## src/rtl/ps2_rx_controller.sv

```systemverilog
// PS/2 device-to-host frame receiver running entirely on the system clock.
// Define PS2_PARITY_CHECK_EN to reject frames with bad odd parity.
module ps2_rx_controller #(
    parameter int TIMEOUT_CYCLES = 5000,
    parameter int SYNC_STAGES    = 2
) (
    input  logic       clk,
    input  logic       rst_n,
    input  logic       ps2_clk,
    input  logic       ps2_data,
    output logic       shift_en,
    output logic [7:0] data_out,
    output logic       data_valid,
    input  logic       data_ready,
    output logic       frame_err,
    output logic       overrun,
    output logic       busy
);

    localparam int TW = $clog2(TIMEOUT_CYCLES + 1);

`ifdef PS2_PARITY_CHECK_EN
    localparam bit PARITY_EN = 1'b1;
`else
    localparam bit PARITY_EN = 1'b0;
`endif

    typedef enum logic [1:0] {
        ST_IDLE   = 2'd0,
        ST_DATA   = 2'd1,
        ST_PARITY = 2'd2,
        ST_STOP   = 2'd3
    } state_t;

    function automatic logic odd_parity_ok(input logic [7:0] d, input logic p);
        return ^{d, p};
    endfunction

    state_t                 state_r;
    logic [2:0]             bit_cnt_r;
    logic [TW-1:0]          tmo_cnt_r;
    logic [7:0]             sr_r;
    logic                   parity_r;
    logic [SYNC_STAGES-1:0] clk_sync_r;
    logic [SYNC_STAGES-1:0] data_sync_r;
    logic                   clk_prev_r;

    logic fall_s;
    logic data_s;
    logic timeout_s;
    logic consume_s;
    logic parity_ok_s;
    logic frame_good_s;
    logic load_ok_s;

    // Synchronizers idle high so a reset release never fakes a falling edge.
    always_ff @(posedge clk or negedge rst_n) begin
        if (!rst_n) begin
            clk_sync_r  <= {SYNC_STAGES{1'b1}};
            data_sync_r <= {SYNC_STAGES{1'b1}};
            clk_prev_r  <= 1'b1;
        end else begin
            clk_sync_r  <= {clk_sync_r[SYNC_STAGES-2:0], ps2_clk};
            data_sync_r <= {data_sync_r[SYNC_STAGES-2:0], ps2_data};
            clk_prev_r  <= clk_sync_r[SYNC_STAGES-1];
        end
    end

    assign fall_s       = clk_prev_r & ~clk_sync_r[SYNC_STAGES-1];
    assign data_s       = data_sync_r[SYNC_STAGES-1];
    assign timeout_s    = (state_r != ST_IDLE) && !fall_s && (tmo_cnt_r == TW'(TIMEOUT_CYCLES));
    assign consume_s    = data_valid & data_ready;
    assign parity_ok_s  = odd_parity_ok(sr_r, parity_r);
    assign frame_good_s = data_s && (!PARITY_EN || parity_ok_s);
    assign load_ok_s    = !data_valid || data_ready;

    // Frame sequencer, timeout supervision and output handshake.
    always_ff @(posedge clk or negedge rst_n) begin
        if (!rst_n) begin
            state_r    <= ST_IDLE;
            bit_cnt_r  <= 3'd0;
            tmo_cnt_r  <= {TW{1'b0}};
            sr_r       <= 8'd0;
            parity_r   <= 1'b0;
            shift_en   <= 1'b0;
            data_out   <= 8'd0;
            data_valid <= 1'b0;
            frame_err  <= 1'b0;
            overrun    <= 1'b0;
            busy       <= 1'b0;
        end else begin
            shift_en  <= 1'b0;
            frame_err <= 1'b0;
            overrun   <= 1'b0;
            if (consume_s) begin
                data_valid <= 1'b0;
            end
            if ((state_r == ST_IDLE) || fall_s || timeout_s) begin
                tmo_cnt_r <= {TW{1'b0}};
            end else begin
                tmo_cnt_r <= tmo_cnt_r + TW'(1);
            end

            if (timeout_s) begin
                state_r   <= ST_IDLE;
                bit_cnt_r <= 3'd0;
                busy      <= 1'b0;
                frame_err <= 1'b1;
            end else if (fall_s) begin
                case (state_r)
                    ST_IDLE: begin
                        // A high start bit is line noise, not a frame error.
                        if (!data_s) begin
                            state_r   <= ST_DATA;
                            bit_cnt_r <= 3'd0;
                            busy      <= 1'b1;
                        end
                    end
                    ST_DATA: begin
                        sr_r      <= {data_s, sr_r[7:1]};
                        shift_en  <= 1'b1;
                        bit_cnt_r <= bit_cnt_r + 3'd1;
                        if (bit_cnt_r == 3'd7) begin
                            state_r <= ST_PARITY;
                        end
                    end
                    ST_PARITY: begin
                        parity_r <= data_s;
                        state_r  <= ST_STOP;
                    end
                    ST_STOP: begin
                        state_r <= ST_IDLE;
                        busy    <= 1'b0;
                        if (frame_good_s) begin
                            if (load_ok_s) begin
                                data_out   <= sr_r;
                                data_valid <= 1'b1;
                            end else begin
                                overrun <= 1'b1;
                            end
                        end else begin
                            frame_err <= 1'b1;
                        end
                    end
                    default: begin
                        state_r   <= ST_IDLE;
                        bit_cnt_r <= 3'd0;
                        busy      <= 1'b0;
                    end
                endcase
            end
        end
    end

endmodule

```

## config.mk

```make
export PLATFORM = sky130hd
export DESIGN_NAME = ps2_rx_controller
export DESIGN_NICKNAME = d
export VERILOG_FILES = /design/src/rtl/ps2_rx_controller.sv
export SDC_FILE = /design/constraint.sdc
export NUM_CORES = 1
export LEC_CHECK = 0
export ABC_AREA = 1
export BUFFER_PORTS_ARGS = -buffer_cell sky130_fd_sc_hd__buf_2
export CAP_MARGIN = 20
export CORE_MARGIN = 4
export CORE_UTILIZATION = 50
export DETAILED_ROUTE_END_ITERATION = 12
export PLACE_DENSITY = 0.78
export SLEW_MARGIN = 10
export SYNTH_ARGS = -nofsm -noshare
export SYNTH_HDL_FRONTEND = slang
export SYNTH_SLANG_ARGS = --single-unit
```

## constraint.sdc

```tcl
create_clock -name clk -period 4.21 [get_ports clk]
set_input_delay 0.842 -clock clk [delete_from_list [all_inputs] [get_ports clk]]
set_output_delay 0.842 -clock clk [all_outputs]
set_load 0.05 [all_outputs]
```

==> Word level (Yosys, flattened, before mapping) <==
Cells that the tools add are included.
{ "totals": {"reg_bits": 44, "inputBits": 5, "out_inout_bits": 13, "word_cells": 75} }
{ "op_classes": {"add_sub_neg": 2, "eq_ne": 7, "n_mux": 32, "bitwise_logic": 4, "n_reduce_logical": 17} }
{ "op_table": {"columns": ["cell", "n"], "rows": [
  ["1-bit 2-to-1 mux", 21],
  ["13-bit by 1-bit adder with 13-bit output (second input constant)", 1],
  ["13-bit == test (second input constant)", 1],
  ["13-bit 2-to-1 mux", 1],
  ["3-bit AND reduction", 4],
  ["3-bit 2-to-1 mux", 3],
  ["2-bit 2-to-1 mux", 4],
  ["2-bit one-hot mux with 4 select lines", 1],
  ["3-bit != test (second input constant)", 2],
  ["3-bit one-hot mux with 2 select lines", 1],
  ["3-bit nonzero test", 2],
  ["5-bit AND reduction", 1],
  ["2-bit == test (second input constant)", 2],
  ["2-bit nonzero test", 2],
  ["3-bit by 1-bit adder with 3-bit output (second input constant)", 1],
  ["3-bit == test (second input constant)", 1],
  ["1-bit logical OR", 3],
  ["1-bit AND", 2],
  ["2-bit by 1-bit == test with 1-bit output (second input constant)", 1],
  ["1-bit logical AND", 2],
  ["1-bit logical NOT", 2],
  ["2-bit logical NOT", 1],
  ["1-bit NOT", 2],
  ["1-bit one-hot mux with 2 select lines", 1]
]} }

==> Depth between registers and ports, before layout <==
Gate-level depths: netlist of run 1.
{ "logic_depth": {"ltp_word": 7, "mapped_depth": 9, "mapped_depth_nobuf": 9} }

==> Least setup slack after synthesis of run 1 <==
OpenSTA, ideal clock, no wires.
{ "synth_path": {"path_kind": "input to register", "from": "input port data_ready", "to": "register data_out[3]", "setup_ns": 0.127, "arrival_ns": 1.359, "required_ns": 4.083, "slack_ns": 2.724, "path_stages": 6, "path_buffers": 1, "cell_sequence": "inv_1 -> nand2_1 -> nand2_1 -> buf_6 -> nand2_1 -> o21ai_0"} }
{ "synth_between": {"elab_chain_cells": 2} }
{ "synth_lines": {"columns": ["item", "line", "source"], "rows": [
  ["start: declaration", "14", "input logic data_ready,"],
  ["1-bit logical OR", "75", "assign load_ok_s = !data_valid || data_ready;"],
  ["5-bit AND reduction (no line)", null, null],
  ["end signal: assignment", "136", "data_out <= sr_r;"],
  ["end: declaration", "12", "output logic [7:0] data_out,"]
]} }
No other way between the ends.
A chain may end at the register's enable or synchronous reset.

==> Worst setup path after layout of run 1 <==
{ "layout_path": {"from": "register state_r[1]", "to": "register sr_r[5]"} }
{ "layout_between": {"elab_chain_cells": 5, "word_cells_on_any_way": 6, "cone_classes": "eq/ne: 1; bitwise: 1; reduce/logical: 4"} }
{ "layout_lines": {"columns": ["item", "line", "source"], "rows": [
  ["start: declaration", "39", "state_t state_r;"],
  ["start signal: assignment", "80", "state_r <= ST_IDLE;"],
  ["start signal: assignment", "105", "state_r <= ST_IDLE;"],
  ["start signal: assignment", "114", "state_r <= ST_DATA;"],
  ["2-bit nonzero test", "71", "assign timeout_s = (state_r != ST_IDLE) && !fall_s && (tmo_cnt_r == TW'(TIMEOUT_CYCLES));"],
  ["1-bit logical AND (2 in series)", "71", null],
  ["1-bit NOT (no line)", null, null],
  ["3-bit AND reduction (no line) *", null, null],
  ["end signal: assignment", "120", "sr_r <= {data_s, sr_r[7:1]};"],
  ["end: declaration", "42", "logic [7:0] sr_r;"]
]} }
Mark *: on every way between the ends. The rest lies on a longest branch, timed or not.

==> reports/qor.csv, run 1 <==
metric,value,unit
status,"complete, no violations",
maximum vdd ir drop,0.269,mV
"Cell Area, Synth",0.00204,sq mm
Hold Startpoint,clk_sync_r[0],
type of origin of the critical path,register,
total wire length,3.52,mm
post-synthesis register bit count,44,
multi-input logic area,787,sq um
Final min period,1920,ps
Pwr per Cell Area,527,mW/mm^2
initial core utilization,0.538,
# IOs,18,
DR vias,1492,
ANT cells,0,
height of the die,71.9,um
hold buffers post-CTS,0,
sequential area share after synthesis,0.542,
clk slew on worst S/H paths,80,ps
die area,0.00517,sq mm
clk_lat worst skew,290,ps
Placer Congestion,0.826,
Worst Max-Slew Pin Slew,947,ps
ratio of final minimum period to clock period,0.456,
Syn. warnings,0,
number of setup violations in the final report,0,
WP data arrival,2050,ps
share of the synthesized area in the top cell type,0.478,
CP bufs+invs,2,
postcts setup bufs,0,
post-route setup slack,2290,ps
Crit-path slowest cell,nor2_1,
"Slew Viols, Final",0,
Final #Nets,267,
Via-to-Cell Ratio,4.94,
endpoints failing hold,0,
Cells after Synth,231,
WL per Instance,11.7,um
"area leader, netlist",dfrtp_1,
top area cells in the synthesized netlist,"dfrtp_1, nand2_1, dfstp_2, inv_1, ha_1",
"worst slack, placed",2310,ps
Resize count post-CTS,0,
# DRC,0,
largest net degree at the start of global routing,45,
launch point of the worst reg-to-reg path,state_r[1],
Reg area,0.00111,sq mm
post-synthesis net count,245,
Min-Delay Path Depth,0,
clock buffer count from CTS,5,
RSZ-0062 raised after global routing,no,
crit-path cells,"inv_1, ha_1, inv_1, nor2_1, o21ai_0",
DRT iter0 DRCs,121,
Worst setup EP type,register,
fraction of layout cells with a size suffix above 1,0.169,
relative slew slack,0.369,
total power,1.20,mW
post-synthesis average cell area,8.84,sq um
initial antenna violation count,0,
total track usage,0.151,
Yosys cell types,24,
Antenna Nets Post-Route,0,
DR pass1 iterations,4,
Longest Clk Path Bufs,2,
P_leak,1.14,nW
crit path max fanout,17,
Worst path top cell family by delay,simple AND/OR/NAND/NOR gates,
R2R cell count,5,
H-tree Lvls,2,
hold worst-path end,clk_sync_r[1],
Achievable Freq,521,MHz
max incr delay on CP,670,ps
r2r endpoint,sr_r[5],
Die W,71.9,um
core area,0.00380,sq mm
Rows,22,
first-pass GRT wire length,6.13,mm
Root Driver,clkbuf_8,
flop-to-flop setup slack,2290,ps
number of port buffers,17,
most frequent CP cell,inv_1,
Max-Cap Viols,0,
Min-Delay Path Class,register to register,
vias in the first global route,1371,
Critical Path RT,4340,ps
Post-DP HPWL,2.50,mm
Area Overhead vs Synth,11.6,%
Fill cells,339,
crit path kind,register to register,
Clock Skews,5.29,ps
CTS tree,done,
TNS Setup,0,ps
Clock Sinks,44,
total gr overflow,0,
## power by group
part / switching [mW] / internal (mW) / leakage, nW
clock: 0.136 / 0.176 / 0.0552
sequential: 0.0468 / 0.494 / 0.583
combinational: 0.246 / 0.102 / 0.497
total: 0.428 / 0.772 / 1.14
## metal layers
layer / share of wire / GRT usage / vias up / wire length, um
li1: - / - / 764 / -
met1: 0.48 / 0.213 / 690 / 1700
met2: 0.46 / 0.227 / 30 / 1610
met3: 0.039 / 0.0291 / 8 / 137
met4: 0.020 / 0.0689 / 0 / 71
met5: 0 / 0 / - / 0
## synthesized netlist by cell type
cell      number
a21boi_0       1
o31ai_1        1
buf_6          1
buf_2          1
inv_2          1
nand3_1       13
nor3_1         4
or2_2          1
nand4_1        2
dfstp_2        5
o21ai_0       22
xor2_1         3
ha_1           9
a21oi_4        1
nand3_4        1
nand2_2        4
a21oi_1        6
nor2_2         4
dfrtp_1       39
inv_1         34
a31o_2         1
nand2_1       51
nor2_4         1
nor2_1        25
## cells by family after synthesis
family | share of synthesized area
AND/OR/NAND/NOR | 0.229
flip-flops | 0.542
buffers and inverters | 0.0723
AO/OA/AOI/OAI | 0.0882
adder cells (fa/ha/maj) | 0.0551
XOR/XNOR | 0.0129
## layout by cell type (no fill, tap or decap), types with 2 or more instances in the layout
master and instances:
o21ai_0 22, nand3_1 13, xor2_1 3, ha_1 9
nor2_1 25, nand2_1 51, dfrtp_1 39, nand2_2 4
buf_2 17, nor3_1 4, clkbuf_8 5, dfstp_2 5
a21oi_1 6, nand4_1 2, inv_1 34, nor2_2 4
## how the worst max path moves through the flow
stage          slack, ps  cells past startpoint          end       start
2_1_floorplan       2720                      6  data_out[3]  data_ready
3_3_place_gp        2510                      5      sr_r[3]  state_r[1]
3_5_place_dp        2310                      5      sr_r[5]  state_r[1]
4_1_cts             2250                      5      sr_r[5]  state_r[1]
5_1_grt             2080                      5      sr_r[5]  state_r[1]
6_report            2290                      5      sr_r[5]  state_r[1]
## state kept, by name (all words and copies together), names as in the netlist
register     count
overrun          1
data_sync_r      2
data_out         8
tmo_cnt_r       13
data_valid       1
clk_prev_r       1
state_r          2
frame_err        1
clk_sync_r       2
busy             1
shift_en         1
sr_r             8
bit_cnt_r        3
## cell type report
class                      count  area share
clock buffer                   6      0.0319
clock inverter                 2      0.0154
inverter                      35      0.0577
multi-input combinational    150       0.345
sequential                    44       0.486
tap                           48      0.0264
timing repair buffer          17      0.0373
## through the flow
step	utilization	std cells	hold slack (ps)	cell area (sq um)
after floorplan	-	231	345	2040
after global placement	0.571	294	346	2170
after detailed placement	0.571	294	348	2170
after CTS	0.600	302	358	2280
after global routing	0.600	302	363	2280
final	0.600	302	357	2280
Power figures use the tool's default switching activity.
==> inputs of run 2 (changes only) <==
Clock period 4.21 ns to 1.8 ns, I/O delays scaled along.
==> run 2 against run 1 <==
  * Clock power is 140% higher
  * Wire length is 0.77% lower
  * Die area stayed put
  * Via count is 1.3% lower
  * Maximum frequency is 18% higher
  * Critical path depth is 3 higher
  * Worst setup slack worse by 2100 ps
  * Core utilization is 1.2 points higher
  * Total power is 140% higher
==> reports/qor.csv, run 2 (synthesis results as in run 1) <==
metric,value,unit
Antenna Nets Post-Route,0,
DR vias,1473,
H-tree Lvls,2,
Final #Nets,271,
most flop-heavy register,tmo_cnt_r,
first-pass GRT wire length,6.42,mm
Root Driver,clkbuf_8,
maximum vdd ir drop,0.760,mV
"most common cell after layout, fill and taps aside",nand2_1,
crit-path cells,"inv_1, ha_1, nor2_2, nand4_1, nand2_2, nand2_2, nand2_1, nand2_1",
Via-to-Cell Ratio,4.81,
cell area after layout,0.00232,sq mm
Psw,1.00,mW
relative slew slack,0.644,
vias in the first global route,1455,
RSZ-0062 raised after global routing,no,
height of the die,71.9,um
"Slew Viols, Final",0,
Rows,22,
core area,0.00380,sq mm
Placer Congestion,0.802,
Longest Clk Path Bufs,2,
Post-DP HPWL,2.46,mm
# IOs,18,
final core occ,0.612,
die area,0.00517,sq mm
clk_lat worst skew,300,ps
Critical Path RT,1990,ps
cell-internal power,1.83,mW
M3 GR Usage,0.0374,
Worst path top cell family by delay,simple AND/OR/NAND/NOR gates,
WL per Instance,11.4,um
total gr overflow,0,
Post-DP Area,0.00220,sq mm
Crit-path slowest cell,dfrtp_1,
Pwr per Cell Area,1220,mW/mm^2
endpoints failing hold,0,
crit path kind,register to register,
largest net degree at the start of global routing,45,
Worst setup EP type,register,
P_leak,1.16,nW
Final min period,1630,ps
WP data arrival,1820,ps
Worst Max-Slew Pin Slew,534,ps
Largest register FFs,13,
clock buffer count from CTS,5,
Largest regs,"tmo_cnt_r: 13 flops, data_out: 8 flops, sr_r: 8 flops",
combinational share of power,0.285,
DRT iter0 DRCs,103,
Min-Delay Path Class,input port to async pin,
Max-Cap Viols,0,
TNS Setup,0,ps
R2R cell count,8,
Clock Skews,3.35,ps
postcts setup bufs,0,
total wire length,3.50,mm
number of setup violations in the final report,0,
Area Overhead vs Synth,13.8,%
type of origin of the critical path,register,
ANT cells,0,
total track usage,0.159,
Seq pwr share,0.445,
hold buffers post-CTS,0,
M1 GR Usage,0.214,
# DRC,0,
CTS tree,done,
ratio of final minimum period to clock period,0.905,
number of port buffers,17,
status,"complete, no violations",
launch point of the worst reg-to-reg path,state_r[0],
initial core utilization,0.538,
clk slew on worst S/H paths,80,ps
Min Hold Slack,119,ps
crit path max fanout,4,
flop-to-flop setup slack,170,ps
DR pass1 iterations,4,
r2r endpoint,bit_cnt_r[2],
Clock Sinks,44,
max incr delay on CP,410,ps
initial antenna violation count,0,
sw frac,0.355,
Clk pwr share,0.270,
routing usage on met2,0.246,
highest-count cells in the layout ignoring fill and taps,"nand2_1, dfrtp_1, inv_1, nor2_1, o21ai_0",
Die W,71.9,um
CP bufs+invs,1,
Fill cells,321,
Achievable Freq,614,MHz
post-route setup slack,171,ps
grt peak-use layer,met2,
"worst slack, placed",161,ps
fraction of layout cells with a size suffix above 1,0.190,
-- run 2: how the worst max path moves through the flow --
stage,start,end,cells after the start
global route,clk_sync_r[1],bit_cnt_r[0],9
global placement,state_r[0],bit_cnt_r[0],8
finish,state_r[0],bit_cnt_r[2],8
CTS,clk_sync_r[1],bit_cnt_r[2],9
floorplan,state_r[1],sr_r[7],6
detailed placement,clk_sync_r[1],bit_cnt_r[2],9
-- run 2: routing by layer --
layer  routed length (um)  part of all wire
met5                    0                 0
met1                 1700              0.49
met2                 1590              0.45
met3                  132             0.038
met4                   76             0.022
-- run 2: metrics by stage --
| step | total power, mW | std cells |
|---|---|---|
| 2_1_floorplan | 1.88 | 231 |
| 3_3_place_gp | 2.07 | 298 |
| 3_5_place_dp | 2.09 | 298 |
| 4_1_cts | 2.87 | 306 |
| 5_1_grt | 3.04 | 306 |
| 6_report | 2.83 | 306 |
-- run 2: cell type report --
type | instances | area, sq um | share of cell area
clock buffers | 5 | 68.8 | 0.0296
clock inverters | 3 | 47.5 | 0.0205
inverters | 35 | 131 | 0.0565
multi-input cells | 150 | 795 | 0.342
flip-flops and latches | 44 | 1110 | 0.476
well taps | 48 | 60.1 | 0.0258
repair buffers | 21 | 115 | 0.0495
-- run 2: power groups by stage --
| stage | Sequential (mW) | Clock [mW] | Combinational, mW |
|---|---|---|---|
| after floorplan | 1.41 | 0 | 0.466 |
| after global placement | 1.27 | 0 | 0.799 |
| after detailed placement | 1.28 | 0 | 0.813 |
| after CTS | 1.26 | 0.794 | 0.818 |
| after global routing | 1.28 | 0.835 | 0.921 |
| final | 1.26 | 0.764 | 0.808 |
-- run 2: repair_timing --
item	in CTS	in global routing
resized for setup	0	2
endpoints found under the hold margin	0	0
endpoints found under the setup margin	0	3
==> inputs of run 3 (changes only) <==
Settings changed: CORE_UTILIZATION 50 to 35, PLACE_DENSITY 0.78 to 0.61.
==> run 3 against run 2 <==
  * First-iteration DRC count shrank 20%
  * Flip-flop and latch count is the same
  * Maximum frequency is 2.6% higher
  * Register-to-register slack gained 40 ps
  * Total power fell by 3.1%
  * Largest cell class unchanged
  * Largest power group unchanged
==> reports/qor.csv, run 3 (synthesis results as in run 1) <==
metric,value,unit
status,"complete, no violations",
Worst Max-Slew Pin Slew,488,ps
number of port buffers,17,
Via-to-Cell Ratio,4.49,
ratio of final minimum period to clock period,0.882,
"Slew Viols, Final",0,
core area,0.00557,sq mm
crit path max fanout,4,
Die W,84.4,um
WL per Instance,10.9,um
highest-count cells in the layout ignoring fill and taps,"nand2_1, dfrtp_1, inv_1, nor2_1, o21ai_0",
Worst setup EP type,register,
initial antenna violation count,0,
Rows,27,
height of the die,84.4,um
RSZ-0062 raised after global routing,no,
Seq pwr share,0.461,
clk slew on worst S/H paths,80,ps
# DRC,0,
fraction of layout cells with a size suffix above 1,0.200,
flop-to-flop setup slack,210,ps
clock buffer count from CTS,5,
WP data arrival,1780,ps
Final min period,1590,ps
Antenna Nets Post-Route,0,
endpoints failing hold,0,
Largest register FFs,13,
Psw,1.01,mW
first-pass GRT wire length,6.45,mm
total track usage,0.113,
DRT iter0 DRCs,82,
# IOs,18,
launch point of the worst reg-to-reg path,state_r[0],
Root Driver,clkbuf_8,
initial core utilization,0.366,
DR vias,1490,
"most common cell after layout, fill and taps aside",nand2_1,
combinational share of power,0.306,
sw frac,0.368,
Post-DP HPWL,2.69,mm
Placer Congestion,0.789,
Critical Path RT,1990,ps
vias in the first global route,1471,
number of setup violations in the final report,0,
Clock Skews,8.17,ps
Largest regs,"tmo_cnt_r: 13 flops, data_out: 8 flops, sr_r: 8 flops",
TNS Setup,0,ps
Achievable Freq,630,MHz
Pwr per Cell Area,1170,mW/mm^2
CTS tree,done,
Final #Nets,273,
Clk pwr share,0.233,
maximum vdd ir drop,0.712,mV
Clock Sinks,44,
Min-Delay Path Class,input port to async pin,
most flop-heavy register,tmo_cnt_r,
relative slew slack,0.675,
DR pass1 iterations,5,
P_leak,1.15,nW
total gr overflow,0,
type of origin of the critical path,register,
cell area after layout,0.00235,sq mm
crit path kind,register to register,
ANT cells,0,
Max-Cap Viols,0,
r2r endpoint,bit_cnt_r[0],
R2R cell count,8,
clk_lat worst skew,290,ps
largest net degree at the start of global routing,24,
Longest Clk Path Bufs,2,
Post-DP Area,0.00224,sq mm
Area Overhead vs Synth,15.3,%
total wire length,3.61,mm
H-tree Lvls,2,
cell-internal power,1.73,mW
die area,0.00712,sq mm
hold buffers post-CTS,0,
-- run 3: cell types whose count changed in the layout (fill, tap and decap cells not counted) --
cell / delta
buf_4: +2
bufinv_16: -1
clkbuf_8: +1
clkinv_4: -2
clkinvlp_4: +2
nand2_1: -1
nand2_2: +2
nand2_4: -1
nor2_2: -1
nor2_4: +1
-- run 3: power groups by stage --
stage               logic, mW  registers (mW)  clock network, mW
detailed placement      0.824            1.29                  0
global placement        0.810            1.28                  0
CTS                     0.829            1.27              0.672
floorplan               0.466            1.41                  0
global route            0.976            1.29              0.716
finish                  0.840            1.27              0.638
-- run 3: worst max path at each step --
stage	cells past startpoint	slack, ps	start	end
2_1_floorplan	6	360	state_r[1]	sr_r[7]
3_3_place_gp	8	200	state_r[0]	bit_cnt_r[0]
3_5_place_dp	8	150	state_r[0]	bit_cnt_r[0]
4_1_cts	8	140	state_r[0]	bit_cnt_r[0]
5_1_grt	8	30	state_r[0]	state_r[0]
6_report	8	210	state_r[0]	bit_cnt_r[0]
-- run 3: area by class of cell --
class | count | area [sq um]
clock buffers | 6 | 82.6
fillers | 549 | 3220
flip-flops and latches | 44 | 1110
multi-input cells | 150 | 797
repair buffers | 23 | 130
clock inverters | 2 | 15.0
inverters | 35 | 131
well taps | 72 | 90.1
-- run 3: metrics by stage --
| step | worst slack, ps | power [mW] | util | hold slack [ps] | cells |
|---|---|---|---|---|---|
| floorplan | 356 | 1.88 | - | 64.4 | 231 |
| global placement | 201 | 2.09 | 0.402 | 347 | 323 |
| detailed placement | 150 | 2.11 | 0.402 | 347 | 323 |
| CTS | 144 | 2.77 | 0.419 | 26.5 | 331 |
| global route | 26.5 | 2.98 | 0.422 | 42.7 | 332 |
| finish | 212 | 2.74 | 0.422 | 20.8 | 332 |
-- run 3: layer usage --
metal	global-route usage	vias to the layer above	share of wire
li1	-	780	-
met1	0.141	676	0.47
met2	0.182	25	0.48
met3	0.0226	9	0.027
met4	0.0619	0	0.026
met5	0	-	0
-- run 3: worst max-delay path, stage by stage (launching register included) --
cell and delay, ps:
dfrtp_1 410, inv_1 100, ha_1 280, nor2_4 150
nand4_1 200, nand2_2 150, nand2_2 80, nand2_1 70
nand2_1 50
-- run 3: timing repair --
item	CTS	global route
setup buffers	0	1
setup endpoints to repair	0	5
resized for setup	0	3
